$ cat src/rtl/dac_spi_receiver_pkg.sv
// Shared constants for the DAC serial-link receiver.
// Covers word field positions, reset values and FSM state encodings.
package dac_spi_receiver_pkg;

    localparam int unsigned FRAME_BITS = 16;
    localparam int unsigned DATA_W     = 12;
    localparam int unsigned CNT_W      = 5;
    localparam int unsigned STAGE_W    = FRAME_BITS - 1;

    localparam int unsigned CH_BIT   = 15;
    localparam int unsigned BUF_BIT  = 14;
    localparam int unsigned GA_BIT   = 13;
    localparam int unsigned SHDN_BIT = 12;

    localparam logic [2:0]       CFG_RESET = 3'b011;
    localparam logic [CNT_W-1:0] FULL_CNT  = CNT_W'(FRAME_BITS);

    typedef enum logic [1:0] {
        IDLE    = 2'd0,
        SHIFT   = 2'd1,
        OVERRUN = 2'd2
    } rx_state_e;

endpackage

$ cat src/rtl/dac_spi_receiver_pin_sync_edge.sv
// Multi-flop synchroniser for one asynchronous pin, with single-cycle rise/fall pulses.
// All flops reset high, which is the idle level of the link pins.
module pin_sync_edge #(
    parameter int unsigned SYNC_STAGES = 2
) (
    input  logic clk,
    input  logic reset,
    input  logic pin,
    output logic level,
    output logic rise,
    output logic fall
);

    logic [SYNC_STAGES-1:0] sync_q;
    logic                   prev_q;

    always_ff @(posedge clk or posedge reset) begin
        if (reset) begin
            sync_q <= '1;
            prev_q <= 1'b1;
        end else begin
            sync_q <= {sync_q[SYNC_STAGES-2:0], pin};
            prev_q <= sync_q[SYNC_STAGES-1];
        end
    end

    assign level = sync_q[SYNC_STAGES-1];
    assign rise  = level & ~prev_q;
    assign fall  = ~level & prev_q;

endmodule

$ cat src/rtl/dac_spi_receiver.sv
// Loopback monitor of the serial DAC port: deserialises 16-bit command words into per-channel
// staging and publishes both channels as parallel X/Y codes on a latch falling edge.
module dac_spi_receiver
    import dac_spi_receiver_pkg::*;
#(
    parameter int unsigned SYNC_STAGES = 2
) (
    input  logic              clk,
    input  logic              reset,
    input  logic              spi_csn,
    input  logic              spi_sclk,
    input  logic              spi_mosi,
    input  logic              spi_latchn,
    output logic [DATA_W-1:0] chan_a_out,
    output logic [DATA_W-1:0] chan_b_out,
    output logic [2:0]        cfg_a,
    output logic [2:0]        cfg_b,
    output logic              pend_a,
    output logic              pend_b,
    output logic              frame_stb,
    output logic              frame_err,
    output logic              update_stb
);

    logic csn_level, csn_rise, csn_fall;
    logic sclk_level, sclk_rise, sclk_fall;
    logic mosi_level, unused_mosi_rise, unused_mosi_fall;
    logic latch_level, latch_rise, latch_fall;
    logic unused_levels;

    pin_sync_edge #(.SYNC_STAGES(SYNC_STAGES)) u_sync_csn (
        .clk   (clk),
        .reset (reset),
        .pin   (spi_csn),
        .level (csn_level),
        .rise  (csn_rise),
        .fall  (csn_fall)
    );

    pin_sync_edge #(.SYNC_STAGES(SYNC_STAGES)) u_sync_sclk (
        .clk   (clk),
        .reset (reset),
        .pin   (spi_sclk),
        .level (sclk_level),
        .rise  (sclk_rise),
        .fall  (sclk_fall)
    );

    pin_sync_edge #(.SYNC_STAGES(SYNC_STAGES)) u_sync_mosi (
        .clk   (clk),
        .reset (reset),
        .pin   (spi_mosi),
        .level (mosi_level),
        .rise  (unused_mosi_rise),
        .fall  (unused_mosi_fall)
    );

    pin_sync_edge #(.SYNC_STAGES(SYNC_STAGES)) u_sync_latch (
        .clk   (clk),
        .reset (reset),
        .pin   (spi_latchn),
        .level (latch_level),
        .rise  (latch_rise),
        .fall  (latch_fall)
    );

    assign unused_levels = ^{csn_level, sclk_level, sclk_fall, latch_level, latch_rise};

    rx_state_e              state_q;
    logic [CNT_W-1:0]       bit_cnt_q;
    logic [FRAME_BITS-1:0]  shift_q;
    logic [STAGE_W-1:0]     stage_a_q, stage_a_d;
    logic [STAGE_W-1:0]     stage_b_q, stage_b_d;
    logic                   commit, commit_a, commit_b;

    assign commit   = (state_q == SHIFT) && csn_rise && (bit_cnt_q == FULL_CNT);
    assign commit_a = commit && !shift_q[CH_BIT];
    assign commit_b = commit && shift_q[CH_BIT];

    // Next staging is used for both staging and the outputs so a same-cycle latch writes through.
    always_comb begin
        stage_a_d = stage_a_q;
        stage_b_d = stage_b_q;
        if (commit_a) stage_a_d = shift_q[STAGE_W-1:0];
        if (commit_b) stage_b_d = shift_q[STAGE_W-1:0];
    end

    always_ff @(posedge clk or posedge reset) begin
        if (reset) begin
            state_q   <= IDLE;
            bit_cnt_q <= '0;
            shift_q   <= '0;
            frame_stb <= 1'b0;
            frame_err <= 1'b0;
        end else begin
            frame_stb <= 1'b0;
            frame_err <= 1'b0;
            unique case (state_q)
                IDLE: begin
                    if (csn_fall) begin
                        state_q   <= SHIFT;
                        bit_cnt_q <= '0;
                        shift_q   <= '0;
                    end
                end
                SHIFT: begin
                    if (csn_rise) begin
                        frame_stb <= (bit_cnt_q == FULL_CNT);
                        frame_err <= (bit_cnt_q != FULL_CNT);
                        state_q   <= IDLE;
                    end else if (sclk_rise) begin
                        if (bit_cnt_q == FULL_CNT) begin
                            state_q <= OVERRUN;
                        end else begin
                            shift_q   <= {shift_q[FRAME_BITS-2:0], mosi_level};
                            bit_cnt_q <= bit_cnt_q + 1'b1;
                        end
                    end
                end
                OVERRUN: begin
                    if (csn_rise) begin
                        frame_err <= 1'b1;
                        state_q   <= IDLE;
                    end
                end
                default: state_q <= IDLE;
            endcase
        end
    end

    always_ff @(posedge clk or posedge reset) begin
        if (reset) begin
            stage_a_q  <= '0;
            stage_b_q  <= '0;
            chan_a_out <= '0;
            chan_b_out <= '0;
            cfg_a      <= CFG_RESET;
            cfg_b      <= CFG_RESET;
            pend_a     <= 1'b0;
            pend_b     <= 1'b0;
            update_stb <= 1'b0;
        end else begin
            stage_a_q  <= stage_a_d;
            stage_b_q  <= stage_b_d;
            update_stb <= latch_fall;
            if (latch_fall) begin
                chan_a_out <= stage_a_d[DATA_W-1:0];
                chan_b_out <= stage_b_d[DATA_W-1:0];
                cfg_a      <= stage_a_d[BUF_BIT:SHDN_BIT];
                cfg_b      <= stage_b_d[BUF_BIT:SHDN_BIT];
                pend_a     <= 1'b0;
                pend_b     <= 1'b0;
            end else begin
                if (commit_a) pend_a <= 1'b1;
                if (commit_b) pend_b <= 1'b1;
            end
        end
    end

endmodule

$ cat config.mk
export PLATFORM = sky130hd
export DESIGN_NAME = dac_spi_receiver
export DESIGN_NICKNAME = d
export VERILOG_FILES = /design/src/rtl/dac_spi_receiver_pkg.sv /design/src/rtl/dac_spi_receiver_pin_sync_edge.sv /design/src/rtl/dac_spi_receiver.sv
export SDC_FILE = /design/constraint.sdc
export NUM_CORES = 1
export LEC_CHECK = 0
export BUFFER_PORTS_ARGS = -buffer_cell sky130_fd_sc_hd__buf_2
export CORE_MARGIN = 2
export CORE_UTILIZATION = 30
export CTS_CLUSTER_DIAMETER = 100
export CTS_CLUSTER_SIZE = 12
export DETAILED_ROUTE_END_ITERATION = 8
export GPL_TIMING_DRIVEN = 0
export HOLD_SLACK_MARGIN = 0.12
export MAX_ROUTING_LAYER = met4
export SLEW_MARGIN = 0
export SYNTH_ARGS = -nofsm -noshare
export SYNTH_HDL_FRONTEND = slang
export SYNTH_SLANG_ARGS = --single-unit
$ cat constraint.sdc
create_clock -name clk -period 3.43 [get_ports clk]
set_input_delay 0 -clock clk [delete_from_list [all_inputs] [get_ports clk]]
set_output_delay 0 -clock clk [all_outputs]
set_load 0.005 [all_outputs]
==> results_dict.tcl, run 1 <==
set metrics [dict create \
    switching_power_mw 0.657 \
    postSynthRegisterBits 99 \
    power_report.internal_total_mw 1.86 \
    full_die_area_um2 13900 \
    hold_ws_ps 253 \
    worst_setup_path_category "reg2reg" \
    global_route_overflow 0 \
    clock_tree_from_tritoncts "yes" \
    synth_top_cells_by_area "sky130_fd_sc_hd__dfrtp_1, sky130_fd_sc_hd__mux2_4, sky130_fd_sc_hd__dfstp_2" \
    worst_path_dominant_cell_family "simple AND/OR/NAND/NOR gates" \
    yosysWarnings 0 \
    crit_path_cell_trace "inv_1 -> ha_1 -> nand4bb_2 -> nor3_4 -> buf_8 -> mux2_4 -> mux2_2" \
    syn-instance-count 242 \
    number_of_enable_type_register_cells_in_the_synthesized_netlist 0 \
    cts-resized-gates 0 \
    globalRouteMet1Util_pct 14.4 \
    htree_levels 3 \
    pwr-share-clk_pct 37.6 \
    grt_max_degree 61 \
    status "finished clean" \
    worstSkewPairLatency_ps 330 \
    start_kind "register" \
    layout_area_overhead_pct 20.1 \
    core_area_um2 12600 \
    initial_utilization_pct 30.8 \
    grt_pass1_wl_um 11400 \
    total_length_of_routed_wires_um 6770 \
    hold_viol 0 \
    reg2reg_to "chan_b_out[3]$_DFFE_PP0P_" \
    drive_gt1_share_pct 47.7 \
    die_x_um 118 \
    via_count_of_the_first_global_routing_pass 2151 \
    place.port_buffers 40 \
    cts-root-buf "sky130_fd_sc_hd__clkbuf_16" \
    worst_setup_path_end_kind "register" \
    setup-violations-final 0 \
    timing_max_transition_violations_final 0 \
    dpl.cell_count 455 \
    finClkSkew_ps 7.30 \
    fin_cells 476 \
    min_path_type "in2async" \
    io-pin-count 41 \
    dp.final_hpwl_um 4500 \
    fmax_mhz 440 \
    rsz0062_at_grt "no" \
    rows 41 \
    r2r_startpoint "bit_cnt_q[0]$_DFFE_PP0P_" \
    detailedRoute.firstPassIterationCount 4 \
    synth_sequential_area_ratio_pct 64.1 \
    detail_route.wl_per_cell_um 14.2 \
    power_frac_seq_pct 51.2 \
    synth_ff_type "sky130_fd_sc_hd__dfrtp_1" \
    leak_pwr_nw 2.36 \
    max_cap_violations 0 \
    ir_worst_vdd_mv 0.252 \
    clock_sink_count 99 \
    drt.antenna.violating_nets 0 \
    syn_std_cell_area_um2 3890 \
    fin_crit_sh_pct 66.2 \
    worst_setup_path_endpoint "chan_b_out[3]$_DFFE_PP0P_" \
    clockBufferDepth 2 \
    cp_startpoint "bit_cnt_q[0]$_DFFE_PP0P_" \
    grtUsageMet3_pct 2.57 \
    route.detailed.drc 0 \
    num-nets-final 311 \
    timing.critical_path.arrival_ps 2490 \
    power-per-cell-area_nw_per_um2 538 \
    grt_util_all_layers_pct 10.6 \
    rrSetupSlack_ps 1160 \
    p_comb_share_pct 11.2 \
    gp_routability_congestion 0.716 \
    synth_async_sr_flop_share_pct 100 \
    slew-limit-headroom_pct 50.2 \
    required_time_of_the_critical_path_ps 3650 \
    critical_path_depth 7 \
    diodes 0 \
    dr_total_vias 2089 \
    buf_inv_stages_crit_path 2 \
    antenna_found_initial 0 \
    synthDominantCellAreaShare_pct 54.0 \
    ys_types 36 \
    slowest_stage "sky130_fd_sc_hd__nor3_4" \
    post_syn_nets 254 \
    avg_vias_per_cell 4.39 \
    synth_largest_area_cell "sky130_fd_sc_hd__dfrtp_1" \
    critical_path.max_stage_delay_ps 450 \
    shortest_period_the_worst_path_allows_ps 2270 \
    gr-usage-met2_pct 15.4 \
    clk_transition_reported_paths_ps 70 \
    worst-slew-pin-transition_ps 747 \
    syn_area_per_cell_um2 16.1 \
    crit_fanout 10 \
    cts-buffers-inserted 9 \
    die_height_um 118 \
    logic_depth_of_the_worst_register_to_register_path 7 \
    switching_share_of_power_pct 26.1 \
    detail_route.iter0.violations 73 \
    busiest_layer "met2" \
]
-- placed cells by master, fill, tap and decap left out, drive strengths merged, types with 2 or more instances in the layout --
cell type    count
dfrtp           84
mux2            62
buf             48
a22o            17
dfstp           15
clkbuf          12
inv              9
nand2            7
ha               6
dlygate4sd3      5
nor2             5
a21oi            4
clkinvlp         3
nor3             3
nand2b           2
nor2b            2
nand3            2
o22a             2
nand4b           2
clkinv           2
-- Yosys cell counts (all sizes together), types with 2 or more instances --
cell and n:
mux2 62, dfstp 15, a22o 17, ha 6
nand3 2, dfrtp 84, clkbuf 3, buf 7
nor2b 2, nand2b 2, a21oi 4, nand2 7
nor3 3, inv 7, o22a 2, nor2 5
nand4b 2
-- area by class of cell --
type	instances	area [um2]
Fill cell	1223	7950
Sequential cell	99	2500
Multi-Input combinational cell	126	1310
Timing Repair Buffer	46	278
Clock buffer	9	225
Tap cell	172	215
Clock inverter	7	61.3
Buffer	10	61.3
Inverter	7	28.8
-- worst reg2reg max path, cell delays in order (launching register included) --
cell and delay, ps:
sky130_fd_sc_hd__dfrtp_1 410, sky130_fd_sc_hd__inv_1 70, sky130_fd_sc_hd__ha_1 190, sky130_fd_sc_hd__nand4bb_2 220
sky130_fd_sc_hd__nor3_4 450, sky130_fd_sc_hd__buf_8 230, sky130_fd_sc_hd__mux2_4 320, sky130_fd_sc_hd__mux2_2 260
-- how the worst min path moves through the flow --
| stage | start | end | depth (start not counted) | slack, ps |
|---|---|---|---|---|
| after floorplan | spi_csn | u_sync_csn.sync_q[0]$_DFF_PP1_ | 0 | 4 |
| after global placement | spi_sclk | u_sync_sclk.sync_q[0]$_DFF_PP1_ | 1 | 110 |
| after detailed placement | reset | pend_a$_DFFE_PP0P_ | 2 | 80 |
| after CTS | reset | pend_b$_DFFE_PP0P_ | 3 | 280 |
| after global routing | reset | pend_a$_DFFE_PP0P_ | 3 | 290 |
| final | reset | pend_a$_DFFE_PP0P_ | 3 | 250 |
-- through the flow --
stage	power (mW)	util, %	area [um2]	TNS, ps	worst slack, ps
final	2.51	37.0	4670	0	1160
after global routing	2.65	37.0	4670	0	1020
after CTS	2.55	37.0	4670	0	1130
after global placement	1.58	34.1	4310	-19730	-241
after floorplan	1.51	-	3890	0	864
after detailed placement	1.59	34.4	4340	0	1130
-- kinds of logic after synthesis --
logic type               share of synthesized area, %
AO/OA/AOI/OAI                                    5.98
multiplexers                                     20.5
buffers and inverters                            2.25
AND/OR/NAND/NOR                                  5.15
flip-flops                                       64.1
adder cells (fa/ha/maj)                          1.93
-- layer usage --
metal | up-vias | routed length (um)
met5 | - | 0
met4 | 0 | 51
met3 | 4 | 214
met2 | 43 | 3120
met1 | 1062 | 3380
li1 | 980 | -
-- flip-flops by register name, indices dropped and copies added, names as in the netlist, 3 cells and up --
register	cells
bit_cnt_q	5
cfg_a	3
cfg_b	3
chan_a_out	12
chan_b_out	12
shift_q	16
stage_a_q	15
stage_b_q	15
-- repair_timing --
action,CTS,global route
setup buffers,0,0
setup endpoints to repair,0,0
hold endpoints to repair,43,0
hold buffers,5,0
-- power groups by stage --
| stage | Combinational (mW) | Clock, mW | Sequential, mW |
|---|---|---|---|
| final | 0.283 | 0.945 | 1.29 |
| after global routing | 0.322 | 1.03 | 1.30 |
| after CTS | 0.288 | 0.979 | 1.29 |
| after detailed placement | 0.283 | 0 | 1.31 |
| after global placement | 0.270 | 0 | 1.31 |
| after floorplan | 0.220 | 0 | 1.29 |
(Power assumes the default switching activity.)
==> run 2: changes to the inputs <==
Settings changed: ABC_AREA from default to 1.
Clock period 3.43 ns to 1.9 ns, I/O delays scaled along.
==> run 2 against run 1 <==
Sequential share of layout area shrank 5.8 points. Clock power grew 95%. Routed wire length grew 32%. Global-route usage grew 2.0 points. Clock skew shrank 1.9 ps. Power grew 100%.
==> results_dict.tcl, run 2 <==
set metrics [dict create \
    clockBufferDepth 2 \
    antenna_found_initial 0 \
    clock_sink_count 99 \
    timing.critical_path.arrival_ps 1960 \
    yosys.cell_count.top_type "sky130_fd_sc_hd__nand2_1" \
    synth_sequential_area_ratio_pct 56.8 \
    synth_largest_area_cell "sky130_fd_sc_hd__dfrtp_1" \
    clk_transition_reported_paths_ps 70 \
    syn_area_per_cell_um2 9.00 \
    synth.cells.most_frequent "sky130_fd_sc_hd__nand2_1, sky130_fd_sc_hd__dfrtp_1, sky130_fd_sc_hd__nand3_1" \
    post_synth_fa_ha_maj_area_fraction_pct 1.71 \
    slew-limit-headroom_pct 58.6 \
    shortest_period_the_worst_path_allows_ps 1730 \
    grt_max_degree 43 \
    avg_vias_per_cell 4.34 \
    core_area_um2 14400 \
    status "finished clean" \
    max_cap_violations 0 \
    most-common-layout-cells "sky130_fd_sc_hd__nand2_1, sky130_fd_sc_hd__dfrtp_1, sky130_fd_sc_hd__nand3_1, sky130_fd_sc_hd__inv_1, sky130_fd_sc_hd__buf_2" \
    layout_area_overhead_pct 19.4 \
    min_path_type "in2async" \
    htree_levels 3 \
    final_critical_path_setup_slack_ps 172 \
    synth_async_sr_flop_share_pct 100 \
    yosysWarnings 0 \
    worstSkewPairLatency_ps 350 \
    place_area_um2 4870 \
    critical_path.max_stage_delay_ps 420 \
    dpl.cell_count 714 \
    finalInstanceArea_um2 5250 \
    drive_gt1_share_pct 18.3 \
    fin_cells 736 \
    syn_std_cell_area_um2 4390 \
    post_synth_xor_area_fraction_pct 0.199 \
    detailedRoute.firstPassIterationCount 4 \
    fmax_mhz 579 \
    fin_crit_sh_pct 91.0 \
    ir_worst_vdd_mv 0.514 \
    synth_top_cells_by_area "sky130_fd_sc_hd__dfrtp_1, sky130_fd_sc_hd__nand2_1, sky130_fd_sc_hd__dfstp_2" \
    finClkSkew_ps 5.39 \
    grt_util_all_layers_pct 12.6 \
    cts-root-buf "sky130_fd_sc_hd__clkbuf_16" \
    dr_total_vias 3192 \
    totalPowerFinal_mw 5.03 \
    syn-instance-count 488 \
    setup-violations-final 0 \
    final_common_cell "sky130_fd_sc_hd__nand2_1" \
    detail_route.iter0.violations 180 \
    start_kind "register" \
    cts-buffers-inserted 9 \
    hold_viol 0 \
    worst_setup_path_end_kind "register" \
    multi_input_comb_area_um2 1500 \
    leak_pwr_nw 2.83 \
    largest_register_ff_count 16 \
    regMostFlops "shift_q" \
    gp_routability_congestion 0.771 \
    grt_pass1_wl_um 15500 \
    worst_setup_path_category "reg2reg" \
    post_syn_nets 500 \
    synth_simple_gate_area_share_pct 30.7 \
    ys_types 25 \
    postSynthRegisterBits 99 \
    required_time_of_the_critical_path_ps 2140 \
    die_x_um 125 \
    initial_utilization_pct 30.5 \
    diodes 0 \
    drt.antenna.violating_nets 0 \
    synthDominantCellAreaShare_pct 47.8 \
    rows 44 \
    number_of_enable_type_register_cells_in_the_synthesized_netlist 0 \
    full_die_area_um2 15600 \
    n_fill_cell 1468 \
    global_route_overflow 0 \
    top_regs "shift_q (16), stage_a_q (15), stage_b_q (15)" \
    worst-slew-pin-transition_ps 619 \
    via_count_of_the_first_global_routing_pass 3151 \
    compound_cell_area_share_of_the_yosys_netlist_pct 0.940 \
    dp.final_hpwl_um 6410 \
    crit_path_cell_trace "inv_1 -> ha_1 -> nand2_1 -> inv_1 -> nand2_2 -> nor2_4 -> buf_6 -> nand3_1 -> nand3_1 -> nand2_1" \
    synth_mux_area_share_pct 0 \
    crit_fanout 10 \
    timing_max_transition_violations_final 0 \
    dp_slack_ps 143 \
    sequential_cell_area_um2 2500 \
    power-per-cell-area_nw_per_um2 958 \
    detail_route.wl_per_cell_um 12.2 \
    largest_family_of_logic_cells_by_synthesized_area "simple AND/OR/NAND/NOR gates" \
    die_height_um 125 \
    hold_ws_ps 270 \
    route.detailed.drc 0 \
    num-nets-final 559 \
    total_length_of_routed_wires_um 8950 \
    utilization_pct 36.4 \
    final_setup_tns_ps 0 \
    rsz0062_at_grt "yes" \
    clock_tree_from_tritoncts "yes" \
    place.port_buffers 40 \
    slowest_stage "sky130_fd_sc_hd__dfrtp_1" \
    synth_ff_type "sky130_fd_sc_hd__dfrtp_1" \
    io-pin-count 41 \
]
run 2: cell types whose count changed after synthesis, moves of 4 or more:
cell	change
sky130_fd_sc_hd__mux2_2	-35
sky130_fd_sc_hd__nor2_1	+6
sky130_fd_sc_hd__mux2_4	-27
sky130_fd_sc_hd__nand2_1	+144
sky130_fd_sc_hd__buf_6	+9
sky130_fd_sc_hd__nand3_1	+66
sky130_fd_sc_hd__inv_1	+60
sky130_fd_sc_hd__clkbuf_1	+4
sky130_fd_sc_hd__and2_1	+30
sky130_fd_sc_hd__a22o_1	-17
sky130_fd_sc_hd__nand4_1	+18
run 2: final cells by class:
| cell class | count | share of cell area, % |
|---|---|---|
| Inverter | 68 | 4.94 |
| Timing Repair Buffer | 48 | 5.68 |
| Sequential cell | 99 | 47.6 |
| Tap cell | 184 | 4.39 |
| Multi-Input combinational cell | 300 | 28.5 |
| Buffer | 21 | 3.27 |
| Clock inverter | 5 | 1.00 |
| Clock buffer | 11 | 4.63 |
run 2: worst paths after layout:
path / from / to / slack (ps) / cells past startpoint
worst min-delay path: reset / chan_b_out[11]$_DFFE_PP0P_ / 270 / 3
min in group clk: spi_mosi / u_sync_mosi.sync_q[0]$_DFF_PP1_ / 280 / 2
worst max-delay path: bit_cnt_q[0]$_DFFE_PP0P_ / chan_b_out[9]$_DFFE_PP0P_ / 170 / 10
max in group asynchronous: reset / u_sync_csn.prev_q$_DFF_PP1_ / 960 / 4
worst min register to register: u_sync_csn.sync_q[0]$_DFF_PP1_ / u_sync_csn.sync_q[1]$_DFF_PP1_ / 360 / 0
worst max register to register: bit_cnt_q[0]$_DFFE_PP0P_ / chan_b_out[9]$_DFFE_PP0P_ / 170 / 10
run 2: cell families (layout without fill, tap and decap cells):
family / count (synthesis) / in the layout
and+or+nand+nor: 287 / 287
DFF: 99 / 99
buffers and inverters: 89 / 153
adders and majority gates: 6 / 6
AOI/OAI and AO/OA: 6 / 6
xor gates and xnor gates: 1 / 1
run 2: metal layers:
layer | routed length (um) | vias to the layer above | GRT usage, %
met2 | 4040 | 48 | 18.8
li1 | - | 1634 | -
met1 | 4310 | 1497 | 16.3
met4 | 138 | 0 | 4.25
met3 | 454 | 13 | 4.07
met5 | 0 | - | -
run 2: critical path, delay by kind of cell, from the launching register on:
family / cells / cell delay, ps
and+or+nand+nor: 6 / 690
adders and majority gates: 1 / 140
DFF: 1 / 420
buffers and inverters: 3 / 360
run 2: where the power goes:
| part | leakage, nW | switching [mW] | total (mW) | internal, mW |
|---|---|---|---|---|
| Clock | 0.145 | 0.788 | 1.84 | 1.05 |
| Sequential | 1.33 | 0.0520 | 2.24 | 2.19 |
| Combinational | 1.35 | 0.628 | 0.950 | 0.322 |
| Total | 2.83 | 1.47 | 5.03 | 3.56 |
run 2: repair_timing:
| action | CTS | global route |
|---|---|---|
| endpoints found under the setup margin | 0 | 21 |
| hold buffers | 5 | 0 |
| hold endpoints to repair | 29 | 0 |
| setup buffers | 0 | 1 |
| resized for setup | 0 | 5 |
